===== config.mk =====
export PLATFORM = sky130hd
export DESIGN_NAME = display_refresh_seq
export DESIGN_NICKNAME = d
export VERILOG_FILES = /design/src/rtl/display_refresh_seq.sv
export SDC_FILE = /design/constraint.sdc
export NUM_CORES = 1
export LEC_CHECK = 0
export CORE_ASPECT_RATIO = 1.2
export CORE_MARGIN = 3
export CORE_UTILIZATION = 45
export DETAILED_ROUTE_END_ITERATION = 10
export GPL_TIMING_DRIVEN = 0
export PLACE_DENSITY = 0.66
export SYNTH_ARGS = -nofsm -noshare
export SYNTH_HDL_FRONTEND = slang
export SYNTH_SLANG_ARGS = --single-unit

===== constraint.sdc =====
create_clock -name i_clk -period 7.19 [get_ports i_clk]
set_clock_uncertainty 0.05 [all_clocks]
set_input_delay 1.438 -clock i_clk [delete_from_list [all_inputs] [get_ports i_clk]]
set_output_delay 1.438 -clock i_clk [all_outputs]
set_load 0.01 [all_outputs]

===== src/rtl/display_refresh_seq.sv =====
// Display refresh sequencer: walks an optional config block and then every digit,
// issuing one register write per step to a serial driver with an i_next handshake.
module display_refresh_seq #(
  parameter int unsigned NUM_DIGITS = 6,
  parameter int unsigned SCAN_LIMIT = NUM_DIGITS - 1
) (
  input  logic                    i_clk,
  input  logic                    i_reset_n,
  input  logic                    i_stb,
  output logic                    o_busy,
  output logic                    o_ack,
  input  logic                    i_write_config,
  input  logic                    i_dirty_only,
  input  logic                    i_blank,
  input  logic [3:0]              i_intensity,
  input  logic [5*NUM_DIGITS-1:0] i_digits,
  output logic                    o_write,
  input  logic                    i_next,
  output logic [3:0]              o_addr,
  output logic [7:0]              o_data
);

  localparam int unsigned IDX_W = 3;
  localparam int unsigned DIG_W = 5 * NUM_DIGITS;
  localparam logic [IDX_W-1:0] LAST_CFG   = IDX_W'(4);
  localparam logic [IDX_W-1:0] LAST_DIGIT = IDX_W'(NUM_DIGITS - 1);
  localparam logic [7:0]       BLANK_CODE = 8'h0F;

  typedef enum logic [1:0] {IDLE, CFG, DIGIT, DONE} state_t;

  state_t                      state_q, state_d;
  logic [IDX_W-1:0]            idx_q, idx_d;
  logic [DIG_W-1:0]            digits_q, digits_d;
  logic [3:0]                  intensity_q, intensity_d;
  logic                        blank_q, blank_d;
  logic                        dirty_q, dirty_d;
  logic [NUM_DIGITS-1:0][7:0]  shadow_q, shadow_d;
  logic [NUM_DIGITS-1:0]       valid_q, valid_d;
  logic                        write_d, busy_d, ack_d;
  logic [3:0]                  addr_d;
  logic [7:0]                  data_d;

  logic [4:0]                  cur_digit;
  logic [7:0]                  cur_shadow;
  logic                        cur_valid;
  logic [7:0]                  digit_data;
  logic                        skip;
  logic [3:0]                  cfg_addr;
  logic [7:0]                  cfg_data;

  // Select the snapshot digit and shadow entry addressed by the current index
  always_comb begin
    cur_digit  = '0;
    cur_shadow = '0;
    cur_valid  = 1'b0;
    for (int k = 0; k < NUM_DIGITS; k++) begin
      if (idx_q == IDX_W'(k)) begin
        cur_digit  = digits_q[5*k +: 5];
        cur_shadow = shadow_q[k];
        cur_valid  = valid_q[k];
      end
    end
    digit_data = blank_q ? BLANK_CODE : {cur_digit[4], 3'b000, cur_digit[3:0]};
    skip       = dirty_q && cur_valid && (cur_shadow == digit_data);
  end

  // Config block register/value table indexed by step
  always_comb begin
    cfg_addr = 4'h9;
    cfg_data = 8'hFF;
    case (idx_q)
      IDX_W'(0): begin cfg_addr = 4'h9; cfg_data = 8'hFF; end
      IDX_W'(1): begin cfg_addr = 4'hA; cfg_data = {4'h0, intensity_q}; end
      IDX_W'(2): begin cfg_addr = 4'hB; cfg_data = {5'h00, 3'(SCAN_LIMIT)}; end
      IDX_W'(3): begin cfg_addr = 4'hC; cfg_data = 8'h01; end
      IDX_W'(4): begin cfg_addr = 4'hF; cfg_data = 8'h00; end
      default:   begin cfg_addr = 4'h9; cfg_data = 8'hFF; end
    endcase
  end

  // Next-state, handshake and shadow update logic
  always_comb begin
    state_d     = state_q;
    idx_d       = idx_q;
    digits_d    = digits_q;
    intensity_d = intensity_q;
    blank_d     = blank_q;
    dirty_d     = dirty_q;
    shadow_d    = shadow_q;
    valid_d     = valid_q;
    write_d     = o_write;
    addr_d      = o_addr;
    data_d      = o_data;

    case (state_q)
      IDLE: begin
        if (i_stb) begin
          digits_d    = i_digits;
          intensity_d = i_intensity;
          blank_d     = i_blank;
          dirty_d     = i_dirty_only;
          idx_d       = '0;
          if (i_write_config) begin
            valid_d = '0;
            state_d = CFG;
          end else begin
            state_d = DIGIT;
          end
        end
      end
      CFG: begin
        if (!o_write) begin
          write_d = 1'b1;
          addr_d  = cfg_addr;
          data_d  = cfg_data;
        end else if (i_next) begin
          write_d = 1'b0;
          if (idx_q == LAST_CFG) begin
            idx_d   = '0;
            state_d = DIGIT;
          end else begin
            idx_d = idx_q + IDX_W'(1);
          end
        end
      end
      DIGIT: begin
        if (!o_write) begin
          if (skip) begin
            if (idx_q == LAST_DIGIT) begin
              idx_d   = '0;
              state_d = DONE;
            end else begin
              idx_d = idx_q + IDX_W'(1);
            end
          end else begin
            write_d = 1'b1;
            addr_d  = {1'b0, idx_q} + 4'd1;
            data_d  = digit_data;
          end
        end else if (i_next) begin
          write_d = 1'b0;
          for (int k = 0; k < NUM_DIGITS; k++) begin
            if (idx_q == IDX_W'(k)) begin
              shadow_d[k] = o_data;
              valid_d[k]  = 1'b1;
            end
          end
          if (idx_q == LAST_DIGIT) begin
            idx_d   = '0;
            state_d = DONE;
          end else begin
            idx_d = idx_q + IDX_W'(1);
          end
        end
      end
      DONE: begin
        state_d = IDLE;
      end
      default: begin
        state_d = IDLE;
      end
    endcase

    busy_d = (state_d == CFG) || (state_d == DIGIT);
    ack_d  = (state_d == DONE);
  end

  // State, snapshot, shadow and registered outputs; reset wins over everything
  always_ff @(posedge i_clk) begin
    if (!i_reset_n) begin
      state_q     <= IDLE;
      idx_q       <= '0;
      digits_q    <= '0;
      intensity_q <= '0;
      blank_q     <= 1'b0;
      dirty_q     <= 1'b0;
      shadow_q    <= '0;
      valid_q     <= '0;
      o_write     <= 1'b0;
      o_addr      <= '0;
      o_data      <= '0;
      o_busy      <= 1'b0;
      o_ack       <= 1'b0;
    end else begin
      state_q     <= state_d;
      idx_q       <= idx_d;
      digits_q    <= digits_d;
      intensity_q <= intensity_d;
      blank_q     <= blank_d;
      dirty_q     <= dirty_d;
      shadow_q    <= shadow_d;
      valid_q     <= valid_d;
      o_write     <= write_d;
      o_addr      <= addr_d;
      o_data      <= data_d;
      o_busy      <= busy_d;
      o_ack       <= ack_d;
    end
  end

endmodule


==> results.md <==
- Status: complete, no violations
- Gr usage total: 0.256
- Antenna violations before repair: 0
- Die X: 102 um
- Core ar.: 10600 um2
- CP Class: reg -> reg
- Req. time, crit path: 7.38 ns
- Synth Net Count: 663
- Worst Path Buf+Inv: 2
- Via Count: 4648
- Most frequent cells in the layout: 160 x nand2_1, 96 x dfxtp_1, 68 x a21boi_0, 54 x clkdlybuf4s50_1, 26 x nand3_1
- Slew margin rel.: 0.264
- DP HPWL: 11500 um
- Synth area leaders: dfxtp_1 39%, nand2_1 12%, a21boi_0 10%, mux2i_1 3.4%, nand3_1 2.6%
- Slowest cell delay on critical path: 0.59 ns
- Total CTS buffers: 9
- Worst Path Arrival: 4.41 ns
- Syn avg cell area: 8.08 um2
- Port Buffers: 54
- Flops & latches, synth: 96
- DRC: 0
- PnR worst setup slack: 2.97 ns
- CTS sink count: 96
- Highest fanout seen on the critical path: 10
- Antenna-violating nets left: 0
- Post_cts resized: 0
- Nets: 728
- Detailed Route Iter0 Violations: 407
- Synth warn: 0
- Largest net degree at the start of global routing: 16
- Root Driver: clkbuf_16
- Async SR Flop Fraction: 0
- Fin Setup TNS: 0 ns
- Hold Vio Cnt, Final: 0
- CP Launch Type: flip-flop
- Final WL: 15300 um
- Unrepaired setup endpoints after global routing: false
- Fin crit share: 0.586
- Slowest stage cell, crit path: nor2_1
- CTS tree: done
- I/O pin count: 56
- Maximum VDD drop: 0.000144 V
- Finish-stage setup viols: 0
- First-pass GRT wire length: 23800 um
- H-tree depth: 3
- Cell count after synthesis: 612
- Final Slew Violations: 0
- Min cycle time layout: 4.22 ns
- Highest clock rate: 0.237 GHz
- Synth Cell Area: 4940 um2
- Cts hold-fix bufs: 0
- Avg WL per Cell: 18.9 um
- Top Usage Layer GRT: met2
- Met1 Use GR: 0.326
- Max-Cap Viols: 0
- # rows: 41
- Commonest non-fill, non-tap cell in the layout: nand2_1
- Routed vias/inst: 5.74
- # fillers: 984
- Maximum buffer depth of the clock tree: 2
- Vias in the first global route: 4488
- GRT met3 Usage: 0.0346
- Worst-Skew Late Latency: 0.35 ns
- Synth cell types: 60
- Crit-path cells: clkbuf_1 > inv_1 > ha_1 > nor2_1 > o221ai_1 > a21boi_0 > nor3_1 > nor2_1 > nand4_4 > o31ai_4 > o31a_1 > ha_1 > and2_1
- Post-CTS Setup Bufs: 0
- DR pass1 iterations: 5
- Pwr/cell area: 315 nW/um2
- Worst Tran Pin Value: 1.10 ns
- Pleak: 0.00216 uW
- Post-synth top area cell: dfxtp_1
- Top cell type's share of synthesized area: 0.389
- Routing usage on met2: 0.417
- Synth Flop Type: dfxtp_1
- Initial Utilization: 0.466
- Total gr overflow: 0
- Die Area: 12300 um2
- Routability congestion estimate from global placement: 0.974
- Clk pin slew, worst setup/hold paths: 0.07 ns
- P&R area growth vs syn: 20.7%
- CP top delay family: simple AND/OR/NAND/NOR gates
- Diodes inserted: 0
- DP Worst Slack: 3.08 ns
- Post-synth EDFFs: 0
- Layout cells sized above 1: 0.0631
- Post-synthesis sequential area ratio: 0.389
- Setup crit end kind: flip-flop
- Die Ht: 121 um
- Hold crit path type: reg -> reg
-- layer usage --
layer  share of wire  wire length [um]
met5               0                 0
met4           0.042               641
met3           0.049               755
met2            0.48              7350
met1            0.43              6580
-- flip-flops by register name, summed over array words and instances (netlist names) --
name and flops:
dirty_q 1, valid_q 6, o_addr 4, intensity_q 4
blank_q 1, digits_q 30, o_busy 1, o_write 1
o_data 6, state_q 2, shadow_q 36, o_ack 1
idx_q 3
-- metrics by stage --
| step | area (um2) | util | cells | power, uW | hold WS (ns) |
|---|---|---|---|---|---|
| floorplan | 4940 | - | 612 | 1110 | 0.379 |
| global placement | 5650 | 0.532 | 795 | 1350 | 0.394 |
| detailed placement | 5650 | 0.532 | 795 | 1360 | 0.406 |
| CTS | 5970 | 0.562 | 810 | 1880 | 0.416 |
| global route | 5970 | 0.562 | 810 | 1980 | 0.438 |
| finish | 5970 | 0.562 | 810 | 1880 | 0.413 |
-- worst paths after layout --
check / startpoint / to / slack [ns] / cells after the start
max: idx_q[2] / o_busy / 2.97 / 13
min: digits_q[3] / digits_q[3] / 0.41 / 2
max reg2reg: idx_q[2] / o_busy / 2.97 / 13
min reg2reg: digits_q[3] / digits_q[3] / 0.41 / 2
-- power by group --
group          switching [uW]  internal (uW)
combinational             395            278
clock                     209            312
sequential               80.4            603
total                     684           1190
-- cells in the mapped netlist, drive strengths merged (2+ instances only) --
library cell	n
buf	19
and2	2
clkbuf	26
a21oi	16
a31oi	6
xnor2	2
a22oi	3
a211o	3
a211oi	3
o221ai	5
nand3	26
nand4	4
nor3	6
o21ai	20
nand3b	7
o311ai	2
ha	10
nor2b	16
and3	2
o31ai	3
nor3b	6
and3b	2
dfxtp	96
o21a	6
nand2	160
a2bb2oi	2
o2bb2ai	2
o211ai	2
a21boi	69
a221o	2
a21o	2
nor2	26
mux2	2
a221oi	9
mux2i	17
inv	15
xor2	2
-- layout make-up --
class,count,area [um2],share of cell area
clock inverters,5,81.3,0.0136
flip-flops and latches,96,1920,0.322
repair buffers,54,541,0.0906
clock buffers,10,239,0.0401
multi-input cells,456,2750,0.462
inverters,15,56.3,0.00944
plain buffers,45,213,0.0356
well taps,129,161,0.0270
-- kinds of logic after synthesis --
| family | count (synthesis) | synth area share |
|---|---|---|
| AO/OA/AOI/OAI | 163 | 0.249 |
| buffers and inverters | 60 | 0.0544 |
| XOR/XNOR | 4 | 0.00709 |
| multiplexers | 19 | 0.0390 |
| AND/OR/NAND/NOR | 260 | 0.236 |
| adder cells (fa/ha/maj) | 10 | 0.0253 |
| flip-flops | 96 | 0.389 |
-- tightest hold or removal path: stages, from the launching register on --
cell,delay (ns)
dfxtp_1,0.31
nand2_1,0.04
a21boi_0,0.06
Power figures use the tool's default switching activity.
